`config.mk`:
```
export PLATFORM = sky130hd
export DESIGN_NAME = dmem_arbiter
export DESIGN_NICKNAME = d
export VERILOG_FILES = /design/src/rtl/dmem_arbiter.sv
export SDC_FILE = /design/constraint.sdc
export NUM_CORES = 1
export LEC_CHECK = 0
export ABC_AREA = 1
export CAP_MARGIN = 20
export CORE_ASPECT_RATIO = 1.75
export CORE_UTILIZATION = 35
export CTS_CLUSTER_DIAMETER = 150
export DETAILED_ROUTE_END_ITERATION = 16
export GPL_TIMING_DRIVEN = 0
export PLACE_DENSITY_LB_ADDON = 0.15
export REMOVE_ABC_BUFFERS = 1
export SLEW_MARGIN = 30
export SYNTH_ARGS = -nofsm -noshare
export SYNTH_HDL_FRONTEND = slang
export SYNTH_SLANG_ARGS = --single-unit
```
`constraint.sdc`:
```
create_clock -name clk -period 2.9 [get_ports clk]
set_clock_uncertainty 0.1 [all_clocks]
set_input_delay 0.87 -clock clk [delete_from_list [all_inputs] [get_ports clk]]
set_output_delay 0.87 -clock clk [all_outputs]
set_load 0.005 [all_outputs]
```
`src/rtl/dmem_arbiter.sv`:
```
// Two-requester round-robin arbiter/sequencer for the single-port data memory.
// Optional build macro DMEM_ARB_RANGE_CHECK_EN adds out-of-range address blocking and an err output.
`timescale 1ns/1ps
module dmem_arbiter #(
    parameter int n = 16,
    parameter int r = 6
) (
    input  logic         clk,
    input  logic         rst_n,
    input  logic [1:0]   req,
    input  logic [1:0]   we,
    input  logic [n-1:0] addr0,
    input  logic [n-1:0] addr1,
    input  logic [n-1:0] wdata0,
    input  logic [n-1:0] wdata1,
    output logic [1:0]   ack,
    output logic [n-1:0] rdata,
    output logic         busy,
    output logic         owner,
    output logic [n-1:0] mem_addr,
    output logic [n-1:0] mem_wdata,
    output logic         mem_we,
    input  logic [n-1:0] mem_rdata
`ifdef DMEM_ARB_RANGE_CHECK_EN
    ,
    output logic [1:0]   err
`endif
);

`ifdef DMEM_ARB_RANGE_CHECK_EN
    localparam bit RangeChkEn = 1'b1;
`else
    localparam bit RangeChkEn = 1'b0;
`endif

    typedef enum logic [1:0] {IDLE, ACCESS, RESP} state_t;

    state_t       state_q;
    logic         ptr_q;
    logic         owner_q;
    logic         we_q;
    logic         oor_q;
    logic         mem_we_q;
    logic [1:0]   ack_q;
    logic [n-1:0] rdata_q;
    logic [n-1:0] mem_addr_q;
    logic [n-1:0] mem_wdata_q;
`ifdef DMEM_ARB_RANGE_CHECK_EN
    logic [1:0]   err_q;
`endif

    logic         owner_d;
    logic         we_d;
    logic         oor_d;
    logic [n-1:0] addr_d;
    logic [n-1:0] wdata_d;

    // Contention goes to the pointer; a lone request wins outright.
    always_comb begin
        owner_d = (req[0] & req[1]) ? ptr_q : req[1];
        addr_d  = owner_d ? addr1  : addr0;
        wdata_d = owner_d ? wdata1 : wdata0;
        we_d    = we[owner_d];
        oor_d   = RangeChkEn ? (|addr_d[n-1:r]) : 1'b0;
    end

    always_ff @(posedge clk or negedge rst_n) begin
        if (!rst_n) begin
            state_q     <= IDLE;
            ptr_q       <= 1'b0;
            owner_q     <= 1'b0;
            we_q        <= 1'b0;
            oor_q       <= 1'b0;
            mem_we_q    <= 1'b0;
            ack_q       <= 2'b00;
            rdata_q     <= '0;
            mem_addr_q  <= '0;
            mem_wdata_q <= '0;
`ifdef DMEM_ARB_RANGE_CHECK_EN
            err_q       <= 2'b00;
`endif
        end else begin
            case (state_q)
                IDLE: begin
                    if (req != 2'b00) begin
                        owner_q     <= owner_d;
                        mem_addr_q  <= addr_d;
                        mem_wdata_q <= wdata_d;
                        we_q        <= we_d;
                        oor_q       <= oor_d;
                        mem_we_q    <= we_d & ~oor_d;
                        state_q     <= ACCESS;
                    end
                end
                ACCESS: begin
                    mem_we_q <= 1'b0;
                    rdata_q  <= (we_q | oor_q) ? '0 : mem_rdata;
                    ack_q    <= owner_q ? 2'b10 : 2'b01;
`ifdef DMEM_ARB_RANGE_CHECK_EN
                    err_q    <= oor_q ? (owner_q ? 2'b10 : 2'b01) : 2'b00;
`endif
                    state_q  <= RESP;
                end
                RESP: begin
                    ack_q   <= 2'b00;
`ifdef DMEM_ARB_RANGE_CHECK_EN
                    err_q   <= 2'b00;
`endif
                    ptr_q   <= ~owner_q;
                    state_q <= IDLE;
                end
                default: state_q <= IDLE;
            endcase
        end
    end

    assign ack       = ack_q;
    assign rdata     = rdata_q;
    assign busy      = (state_q != IDLE);
    assign owner     = owner_q;
    assign mem_addr  = mem_addr_q;
    assign mem_wdata = mem_wdata_q;
    assign mem_we    = mem_we_q;
`ifdef DMEM_ARB_RANGE_CHECK_EN
    assign err       = err_q;
`endif

endmodule

```
==> summary.txt <==
Finish
  – Commonest non-fill, non-tap cells in the layout: clkdlybuf4s50_1, nand2_1, dfrtp_1
  – Nets: between 500 and 600
  – Syn-to-layout area delta: 55.2%
  – Final instance area: about 4300 sq um
  – Fill count: 725
  – Share of cells above drive strength 1: 6.79%
  – Ant diodes: 0
  – Finished Layout Cells: 574
  – Multi-input logic area: approximately 1000 sq um
  – Seq. cell area: 1400 sq um
  – Most common cell after layout, fill and taps aside: clkdlybuf4s50_1

Logic synthesis
  – Area leader, netlist: dfrtp_1
  – Post-synthesis sequential area ratio: roughly 50%
  – Syn_area_per_cell: 7.86 sq um
  – Syn Inst Count: 354
  – Share of the synthesized area in the top cell type: 50.4%
  – Distinct cells, synth: 20
  – Synth Cell Area: 2780 sq um
  – Register bit total from synthesis: 56
  – Area contributors post-synth: dfrtp_1, nand2_1, inv_1, o21ai_1, o21ai_2
  – Synthesis Warnings: 0

Clock tree
  – TritonCTS clock tree: yes
  – H-Tree Depth: 2
  – Clk root buf: clkbuf_16
  – Clk_lat worst skew: approximately 0.29 ns
  – CTS buffer count: 5
  – Sink Count: 56
  – Clk buf depth: 2
  – Clock-pin slew on the worst setup and hold paths: approximately 0.070 ns
  – Setup bufs post-CTS: 0

Worst setup path
  – CP Launch Point: req[1]
  – WS Path Type: primary input to register
  – Buffers & Inverters on Critical Path: 2
  – Crit path max-delay family: buffers and inverters
  – CP max-delay cell: clkdlybuf4s50_1
  – Crit path launch type: primary input
  – Reg2reg setup slack: 0.85 ns
  – Reg-to-Reg Start: state_q[0]$_DFFE_PN0P_
  – CP required: 2.98 ns
  – Critical path endpoint category: register
  – CP Cell Sequence: clkdlybuf4s50_1 -> o21ai_4 -> inv_2 -> nand2_1 -> o21ai_1
  – Crit-path max FO: 33
  – Critical path's largest stage delay: 0.60 ns
  – WP data arrival: 2.77 ns

Die
  – Initial Utilization: 36.5%
  – Io pins: 139
  – Die width: 69.4 um
  – Std cell rows: 42
  – Core footprint: 7620 sq um
  – Die height: 120 um
  – Die area: between 8000 and 9000 sq um

Global route
  – Met2 Use GR: 35.1%
  – First-pass GRT wire length: 12200 um
  – M3 GR Usage: around 3.4%
  – Met1 usage: roughly a fifth
  – Tot GR Track Use: 18.6%
  – Initial antenna violation count: 0
  – GR peak layer: met2
  – Largest net degree at the start of global routing: 67
  – Vias in the first global route: 2611
  – GRT overflow: 0

Drt
  – Post-DRT Antenna Nets: 0
  – Initial detailed-routing violation count: 138
  – Vias: 2613
  – Post-Route WL: ~7400 um
  – Residual DRC: 0
  – Routed len/inst: 12.8 um
  – Vias per inst: 4.55
  – First-pass iteration count of the detailed router: 4

Job
  – Max_cap viols: 0

Placement
  – RePlAce Congestion: 0.758
  – Area of placed instances: 4160 sq um
  – HPWL Detailed: roughly 5100 um
  – Inst Count DP: 565
  – Port Buffers: 138

Timing
  – Worst slew pin tran: slightly below 0.9 ns
  – Fmax achieved: 371 MHz
  – Tmin final: 2.69 ns
  – Final setup fails: 0
  – Setup TNS: 0 ns
  – Period utilisation layout: 92.9%
  – RSZ-0062 raised after global routing: no
  – Final hold violation count: 0
  – Slew margin rel.: a little over two fifths
  – Hold slack final: 0.332 ns
  – Max-slew violation count: 0

Power and ir drop
  – Seq pwr share: 35.1%
  – Psw: around 1300 uW
  – Power Dens Cells: slightly below 900 nW/um^2
  – Int Power: 2510 uW
  – Clock network power share: 16.0%
  – Leak: 0.00210 uW
  – Sw frac: 34.7%
  – Part of the power in combinational logic: 48.8%
  – VDD IR-drop max: 0.425 mV

Outcome
  – Status: completed

Worst hold path
  – Type of the most critical hold path: primary input to async pin
==> layer usage <==
metal / vias up / part of all wire (%)
met2: 86 / 56
li1: 1320 / -
met5: - / 0
met3: 8 / 4.7
met4: 0 / 2.0
met1: 1199 / 38
==> power groups by stage <==
stage                     registers, uW  clock network [uW]  logic, uW
after floorplan                    1390                   0        796
after global placement             1350                   0       1870
after detailed placement           1360                   0       1900
after CTS                          1350                 636       1930
after global routing               1410                 664       2100
final                              1350                 617       1880
==> synthesized netlist by cell type, drive strengths merged <==
library cell,instances
dfrtp,56
nand3,4
clkbuf,1
or2,1
nor2,33
inv,57
o21ai,54
nand2,128
buf,15
o22ai,1
ha,4
==> path summary, 6_finish.rpt <==
path,end,cells past startpoint
hold reg to reg,we_q$_DFFE_PN0P_,2
hold / removal,ack[0]$_DFFE_PN0P_,1
min in group clk,we_q$_DFFE_PN0P_,2
max in group asynchronous,rdata[6]$_DFFE_PN0P_,2
setup reg to reg,mem_addr[5]$_DFFE_PN0P_,6
setup / recovery,mem_addr[5]$_DFFE_PN0P_,5
==> logic make-up after synthesis <==
family	share of synthesized area [%]
adder cells (fa/ha/maj)	1.80
AO/OA/AOI/OAI	11.7
AND/OR/NAND/NOR	23.7
flip-flops	50.4
buffers and inverters	12.5
==> cell type report <==
| cell class | instances | share of cell area, % |
|---|---|---|
| repair buffers | 139 | 32.4 |
| inverters | 57 | 4.96 |
| clock buffers | 8 | 3.39 |
| well taps | 88 | 2.55 |
| multi-input cells | 226 | 24.3 |
| flip-flops and latches | 56 | 32.5 |
==> stage by stage <==
| step | total power [uW] | setup slack (ns) | util, % |
|---|---|---|---|
| 2_1_floorplan | 2180 | 0.784 | - |
| 3_3_place_gp | 3220 | -1.00 | 54.3 |
| 3_5_place_dp | 3270 | -0.471 | 54.6 |
| 4_1_cts | 3920 | 0.177 | 56.7 |
| 5_1_grt | 4170 | 0.0738 | 56.7 |
| 6_report | 3850 | 0.206 | 56.7 |
==> sequential cells by signal (all words and copies together) (netlist names) <==
signal     flops
rdata         16
mem_addr      16
mem_we         1
mem_wdata     16
state_q        2
owner          1
ptr_q          1
we_q           1
ack            2
==> what timing repair did <==
action	4_1_cts	5_1_grt
setup endpoints to repair	33	0
hold buffers	0	0
resized for setup	0	0
(Power assumes the default switching activity.)
